$ cat src/rtl/vga_pkg.sv
// Shared VGA definitions: default counter width and the reference 800x600 raster geometry,
// used by the generator, the recovery block and their benches.
package vga_pkg;

  // Default width for pixel/line counters and measurements.
  localparam int unsigned CW_DEFAULT = 11;

  // Reference 800x600 raster (totals include blanking).
  localparam int unsigned H_TOTAL  = 1056;
  localparam int unsigned V_TOTAL  = 628;
  localparam int unsigned H_ACTIVE = 800;
  localparam int unsigned V_ACTIVE = 600;

endpackage

$ cat src/rtl/vga_edge_det.sv
// Registered falling-edge detector with sample enable.
// The history register only updates on cycles where en=1, so fall compares the current input
// against the value seen at the previous enabled cycle.
// Ports:
//   clk  in  clock, rising edge
//   rst  in  asynchronous active-high reset (history cleared to 0)
//   en   in  sample enable
//   din  in  monitored signal
//   fall out en & history & ~din (combinational from din and history)
module vga_edge_det (
  input  logic clk,
  input  logic rst,
  input  logic en,
  input  logic din,
  output logic fall
);

  logic hist_q;

  always_ff @(posedge clk or posedge rst) begin
    if (rst) begin
      hist_q <= 1'b0;
    end else if (en) begin
      hist_q <= din;
    end
  end

  assign fall = en & hist_q & ~din;

endmodule

$ cat src/rtl/vga_timing_recover.sv
// Sink-side VGA timing recovery. Regenerates hcount/vcount from incoming blanking signals,
// measures line length and lines per frame, and declares lock after LOCK_FRAMES consecutive
// equal frame-length comparisons. All outputs are registered and describe the previous cycle's
// input sample.
// Ports:
//   pclk, rst                          clock, async active-high reset
//   hsync_in/vsync_in/hblnk_in/vblnk_in incoming raster
//   hsync_o/vsync_o/hblnk_o/vblnk_o     inputs delayed one cycle
//   hcount/vcount                      recovered pixel/line index (0 = first active)
//   line_len/frame_lines               last measured line length / lines per frame
//   locked                             stable timing indication
//   timing_err                         one-cycle pulse on any consistency violation
module vga_timing_recover
  import vga_pkg::*;
#(
  parameter int unsigned CW          = CW_DEFAULT,
  parameter int unsigned LOCK_FRAMES = 2
) (
  input  logic          pclk,
  input  logic          rst,
  input  logic          hsync_in,
  input  logic          vsync_in,
  input  logic          hblnk_in,
  input  logic          vblnk_in,
  output logic          hsync_o,
  output logic          vsync_o,
  output logic          hblnk_o,
  output logic          vblnk_o,
  output logic [CW-1:0] hcount,
  output logic [CW-1:0] vcount,
  output logic [CW-1:0] line_len,
  output logic [CW-1:0] frame_lines,
  output logic          locked,
  output logic          timing_err
);

  localparam logic [CW-1:0]  CMAX     = '1;
  localparam int unsigned    LCW      = $clog2(LOCK_FRAMES + 1);
  localparam logic [LCW-1:0] LOCK_TGT = LCW'(LOCK_FRAMES);

  logic ls, fs;

  // Line start: hblnk falling edge cycle to cycle.
  vga_edge_det u_hblnk_det (
    .clk  (pclk),
    .rst  (rst),
    .en   (1'b1),
    .din  (hblnk_in),
    .fall (ls)
  );

  // Frame start: vblnk falling between consecutive line starts (history sampled only at LS).
  vga_edge_det u_vblnk_det (
    .clk  (pclk),
    .rst  (rst),
    .en   (ls),
    .din  (vblnk_in),
    .fall (fs)
  );

  logic [CW-1:0]  hcount_d, vcount_d, line_len_d, frame_lines_d, ref_len_q, ref_len_d;
  logic [CW-1:0]  len_meas, lines_meas;
  logic           line_seen_q, line_seen_d, ref_valid_q, ref_valid_d;
  logic           frame_seen_q, frame_seen_d, flen_valid_q, flen_valid_d;
  logic           locked_d, err;
  logic           line_mis, frame_mis, sat_hit;
  logic [LCW-1:0] lock_cnt_q, lock_cnt_d;

  always_comb begin
    len_meas   = (hcount == CMAX) ? CMAX : hcount + CW'(1);
    lines_meas = (vcount == CMAX) ? CMAX : vcount + CW'(1);

    line_mis  = ls & line_seen_q & ref_valid_q & (len_meas != ref_len_q);
    frame_mis = fs & frame_seen_q & flen_valid_q & (lines_meas != frame_lines);
    // Fires only on the step into saturation, so one pulse per episode; LS takes priority.
    sat_hit   = ~ls & (hcount == CMAX - CW'(1));
    err       = line_mis | frame_mis | sat_hit;

    hcount_d = ls ? '0 : len_meas;

    vcount_d = vcount;
    if (fs)      vcount_d = '0;
    else if (ls) vcount_d = lines_meas;

    line_len_d  = line_len;
    line_seen_d = err ? 1'b0 : line_seen_q;
    ref_len_d   = ref_len_q;
    ref_valid_d = ref_valid_q;
    if (ls) begin
      line_seen_d = 1'b1;
      if (line_seen_q) begin
        line_len_d = len_meas;
        if (!ref_valid_q) begin
          ref_len_d   = len_meas;
          ref_valid_d = 1'b1;
        end
      end
    end
    // The line ending at FS belongs to the old frame; the new frame picks a fresh reference.
    if (fs || err) ref_valid_d = 1'b0;

    frame_seen_d  = frame_seen_q | fs;
    frame_lines_d = frame_lines;
    flen_valid_d  = flen_valid_q;
    lock_cnt_d    = lock_cnt_q;
    if (fs && frame_seen_q) begin
      frame_lines_d = lines_meas;
      flen_valid_d  = 1'b1;
      if (flen_valid_q && !frame_mis && lock_cnt_q != LOCK_TGT) begin
        lock_cnt_d = lock_cnt_q + LCW'(1);
      end
    end
    if (err) begin
      lock_cnt_d   = '0;
      flen_valid_d = 1'b0;
    end

    locked_d = err ? 1'b0 : ((lock_cnt_d == LOCK_TGT) ? 1'b1 : locked);
  end

  always_ff @(posedge pclk or posedge rst) begin
    if (rst) begin
      hsync_o      <= 1'b0;
      vsync_o      <= 1'b0;
      hblnk_o      <= 1'b0;
      vblnk_o      <= 1'b0;
      hcount       <= '0;
      vcount       <= '0;
      line_len     <= '0;
      frame_lines  <= '0;
      locked       <= 1'b0;
      timing_err   <= 1'b0;
      line_seen_q  <= 1'b0;
      ref_valid_q  <= 1'b0;
      ref_len_q    <= '0;
      frame_seen_q <= 1'b0;
      flen_valid_q <= 1'b0;
      lock_cnt_q   <= '0;
    end else begin
      hsync_o      <= hsync_in;
      vsync_o      <= vsync_in;
      hblnk_o      <= hblnk_in;
      vblnk_o      <= vblnk_in;
      hcount       <= hcount_d;
      vcount       <= vcount_d;
      line_len     <= line_len_d;
      frame_lines  <= frame_lines_d;
      locked       <= locked_d;
      timing_err   <= err;
      line_seen_q  <= line_seen_d;
      ref_valid_q  <= ref_valid_d;
      ref_len_q    <= ref_len_d;
      frame_seen_q <= frame_seen_d;
      flen_valid_q <= flen_valid_d;
      lock_cnt_q   <= lock_cnt_d;
    end
  end

endmodule
$ cat config.mk
export PLATFORM = sky130hd
export DESIGN_NAME = vga_timing_recover
export DESIGN_NICKNAME = d
export VERILOG_FILES = /design/src/rtl/vga_pkg.sv /design/src/rtl/vga_edge_det.sv /design/src/rtl/vga_timing_recover.sv
export SDC_FILE = /design/constraint.sdc
export NUM_CORES = 1
export LEC_CHECK = 0
export BUFFER_PORTS_ARGS = -buffer_cell sky130_fd_sc_hd__buf_2
export CORE_MARGIN = 4
export CORE_UTILIZATION = 55
export DETAILED_ROUTE_END_ITERATION = 6
export HOLD_SLACK_MARGIN = 0.03
export MAX_ROUTING_LAYER = met4
export PLACE_DENSITY_LB_ADDON = 0.3
export SYNTH_ARGS = -nofsm -noshare
export SYNTH_HDL_FRONTEND = slang
export SYNTH_SLANG_ARGS = --single-unit
export TNS_END_PERCENT = 20
$ cat constraint.sdc
create_clock -name pclk -period 7.4 [get_ports pclk]
set_input_delay 0.74 -clock pclk [delete_from_list [all_inputs] [get_ports pclk]]
set_output_delay 0.74 -clock pclk [all_outputs]
set_load 0.01 [all_outputs]
# Word level (Yosys, flattened, before mapping)
# Index checks and enable logic that the tools add are counted.
# word_totals
inputBits	6
wordCells	75
out_inout_bits	50
reg_bits	68
# classes
n_reduce_logical	14
eq_ne	7
add_sub_neg	3
mux	17
bitwise_logic	17
# op_table
operator	n
2-to-1 mux 11 bit	5
== test 11 bit, second input constant	3
adder 11 x 1 -> 11 bit, second input constant	2
inequality test 11 bit	2
nonzero test 2 bit	6
AND 1 bit	10
2-to-1 mux 1 bit	9
2-to-1 mux 2 bit	3
inverter 1 bit	4
AND reduction 2 bit	2
logical AND 1 bit	3
OR 1 bit	3
AND reduction 3 bit	1
adder 2 x 1 -> 2 bit, second input constant	1
== test 2 bit, second input constant	1
inequality test 2 bit, second input constant	1
logical NOT 1 bit	1
logical OR 1 bit	1

# Logic depth before layout (Yosys ltp)
# depth
word_depth	16
mapped_depth	10
mapped_depth_nobuf	9

# Modules after synthesis
# A second synthesis with hierarchy kept.
# hier_totals
hier_cells	418
hier_area_um2	3769.9
# modules_own_cells
mod	cells_each	area_per_inst_um2	instances	seq_area_each_um2
vga_timing_recover	410	3662.3	1	1676.6
vga_edge_det	4	53.8	2	25.0

# Worst setup path before layout
# No wires, ideal clock.
# synth_path
kind	register to register
start	reg vcount[1]
end	reg locked
arrival_time_ps	2610
path_stages_with_launch	11
setup_time_ps	86
synth_period_minus_slack_ps	2696
required_time_ps	7314
n_path_buf	2
setup_slack_ps	4704
cell_sequence	dfrtp_1 > ha_1 > buf_2 > and3_1 > clkbuf_1 > nand3_1 > o221ai_1 > a2111o_1 > nor4_4 > mux2_2 > nor3_1
# synth_between
elab_chain_len	12
word_cells_on_any_way	16
cone_classes	1 x add/sub; 3 x eq/ne; 5 x mux; 3 x bitwise; 4 x reduce/logical
# synth_rtl
element	line	text
start: declaration	vga_timing_recover.sv:30	output logic [CW-1:0] vcount,
start signal: assignment	vga_timing_recover.sv:145	vcount <= vcount_d;
adder 11 x 1 -> 11 bit / == test 11 bit (equally long branches)	vga_timing_recover.sv:71	lines_meas = (vcount == CMAX) ? CMAX : vcount + CW'(1);
2-to-1 mux 11 bit *	vga_timing_recover.sv:71	
inequality test 11 bit *	vga_timing_recover.sv:74	frame_mis = fs & frame_seen_q & flen_valid_q & (lines_meas != frame_lines);
AND 1 bit *	vga_timing_recover.sv:74	
logical NOT 1 bit	vga_timing_recover.sv:109	if (flen_valid_q && !frame_mis && lock_cnt_q != LOCK_TGT) begin
logical AND 1 bit (2 in series)	vga_timing_recover.sv:109	
2-to-1 mux 2 bit	vga_timing_recover.sv:109	
2-to-1 mux 2 bit	vga_timing_recover.sv:106	if (fs && frame_seen_q) begin
2-to-1 mux 2 bit	vga_timing_recover.sv:113	if (err) begin
== test 2 bit	vga_timing_recover.sv:118	locked_d = err ? 1'b0 : ((lock_cnt_d == LOCK_TGT) ? 1'b1 : locked);
nonzero test 2 bit (no line)	--	
end signal: assignment	vga_timing_recover.sv:148	locked <= locked_d;
end: declaration	vga_timing_recover.sv:33	output logic locked,
# Mark *: on every way between the ends. The rest lies on a longest branch, timed or not.
# A chain may end at the register's enable or synchronous reset.

# Worst setup path in the final report
# layout_path
start	reg vcount[0]
end	reg locked
# Same word-level chain as after synthesis.

==> results.cfg <==
[sta]
max_freq_mhz = 318
rsz0062_at_grt = no
period_share_pct = 42.5
worst_slack_ps = 4260
drv_slew = 0
min_period_ps = 3140
hold_viol_final = 0
report.final.setup_viol = 0
tightest_slew_ps = 653
final.setup.tns_ps = 0
skew_ps = 7.73
slew_headroom_pct = 55.9

[synth]
synth_flop_cell = dfrtp_1
synth.distinct_cells = 67
async_flop_share_pct = 100
synth_cells = 410
seq_area_frac_synth_pct = 46.0
ys_ff_latch = 68
syn_area_sq_um = 3700
syn-num-nets = 420
yosys_warnings = 0
syn_avg_cell_area_sq_um = 9.03
synth_edf_count = 0

[clocking]
htree_levels = 3
cts_buffers = 9
path_clk_slew_ps = 70
post_cts_buffers = 0
cts_resized = 0
insertion_delay_ps = 340
cts_tree = done
clockRootBuffer = clkbuf_8
ctsHoldBuffers = 0
cts_max_path_buffers = 2
cts.sinks = 68

[route]
via_per_inst = 6.24
drc = 0
final_antenna_net_count = 0
first_pass_iters = 5
wl_mm = 9.47
vias = 3339
post_drt_wl_per_cell_um = 17.7
drt_iter0_drc = 231

[die]
fp.coreArea_sq_um = 6460
die_height_um = 90.0
die_area_sq_um = 8110
io_pins = 56
die-width_um = 90.0
start_util_pct = 57.3
row_count = 29

[grt]
overflow = 0
grt_pass1_vias = 3080
grt_max_degree = 50
grt_pass1_wl_mm = 16.0
gr-usage-all-layers_pct = 24.9
antenna_found_initial = 0

[critical_path]
crit_arrival_ps = 3400
r2r_slack_ps = 4260
startpoint_type = flop
crit_path_end_kind = flop
r2r_start = vcount[0]
crit_fanout = 16
worstSetupPathType = reg -> reg
r2r_cells = 8
r2r_end = locked
crit_required_ps = 7650

[place]
port-buffer-count = 55
dp_cells = 519
hpwl_mm = 6.72
pre_cts_ws_ps = 4340
gp_congestion = 0.968

[cells_and_area]
drive_above_1_share_pct = 19.4
fin_cells = 535
antennaDiodeCount = 0
layout_commonest_cell = dfrtp_1
post-route-util_pct = 64.7
num-nets-final = 463
mostFrequentLayoutCells = dfrtp_1, buf_2, nand2_1
syn_to_final_growth_pct = 12.9

[power]
power_uw = 1220
power_per_cell_area_nw_per_um2 = 291
ir_drop_mv = 0.198
p_leak_uw = 0.00195

[min_path]
holdCritPathClass = in -> async

[flow_run]
cap_viol_max_count = 0

[status]
status = finished, final reports clean
logic make-up (layout without fill, tap and decap cells):
group / count (synthesis) / count (layout) / share of synthesized area [%]
AOI/OAI and AO/OA: 111 / 111 / 19.0
xor gates and xnor gates: 15 / 15 / 3.55
adders and majority gates: 4 / 4 / 1.35
buffers and inverters: 38 / 86 / 4.70
DFF: 68 / 68 / 46.0
muxes: 7 / 7 / 1.93
and+or+nand+nor: 167 / 167 / 23.5
synth_stat cells, types with 6 or more instances:
master	count	area share, %
nand3_1	11	1.5
and3_1	8	1.4
xnor2_1	8	1.9
nand2_1	48	4.9
dfrtp_1	68	46
inv_1	13	1.3
xor2_1	7	1.7
nand4_1	10	1.7
o21ai_0	40	5.4
a31oi_1	12	2.0
nand2b_1	6	1.0
clkbuf_1	11	1.1
mux2i_1	6	1.6
nor3_1	9	1.2
nor2_1	40	4.1
a21oi_1	16	2.2
buf_2	9	1.2
worst max-delay path by stage:
stage               from  endpoint  slack, ps  cells past startpoint
2_1_floorplan  vcount[1]    locked       4700                     10
3_3_place_gp   vcount[0]    locked       4470                      8
3_5_place_dp   vcount[0]    locked       4340                      8
4_1_cts        vcount[0]    locked       4300                      8
5_1_grt        vcount[0]    locked       4040                      8
6_report       vcount[0]    locked       4260                      8
per-layer routing:
layer,global-route usage [%],part of all wire (%),up-vias
met5,-,0,-
met4,10.3,2.2,0
met1,37.8,47,1581
met2,32.0,42,164
li1,-,-,1572
met3,5.01,8.4,22
worst max-delay path, stage by stage, from the launching register on:
cell and delay, ps:
dfrtp_1 520, ha_1 570, nand3_1 250, o211ai_1 240, o221ai_1 140, a2111o_1 430, nor4_4 380, mux2_2 370
nor3_1 140
sequential cells by signal (all words and copies together), names as in the netlist:
| signal | cells |
|---|---|
| lock_cnt_q | 2 |
| timing_err | 1 |
| frame_lines | 11 |
| hcount | 11 |
| u_hblnk_det.hist_q | 1 |
| ref_valid_q | 1 |
| line_len | 11 |
| vcount | 11 |
| vblnk_o | 1 |
| frame_seen_q | 1 |
| line_seen_q | 1 |
| vsync_o | 1 |
| flen_valid_q | 1 |
| hsync_o | 1 |
| u_vblnk_det.hist_q | 1 |
| locked | 1 |
| ref_len_q | 11 |
area by class of cell:
| cell class | instances | area (sq um) |
|---|---|---|
| Clock buffer | 9 | 124 |
| Fill cell | 558 | 2280 |
| Timing Repair Buffer | 57 | 290 |
| Tap cell | 77 | 96.3 |
| Clock inverter | 7 | 91.3 |
| Multi-Input combinational cell | 304 | 1830 |
| Inverter | 13 | 48.8 |
| Sequential cell | 68 | 1700 |
metrics by stage:
| stage | hold WS [ps] | cell area [sq um] |
|---|---|---|
| 6_report | 378 | 4180 |
| 5_1_grt | 401 | 4180 |
| 4_1_cts | 385 | 4180 |
| 3_5_place_dp | 468 | 3960 |
| 3_3_place_gp | 457 | 3960 |
| 2_1_floorplan | 465 | 3700 |
where the power goes:
part,total (uW),internal (uW),switching [uW],leakage (uW)
Combinational,347,148,199,0.000956
Clock,331,188,143,0.000109
Sequential,538,440,97.8,0.000890
(Power assumes the default switching activity.)
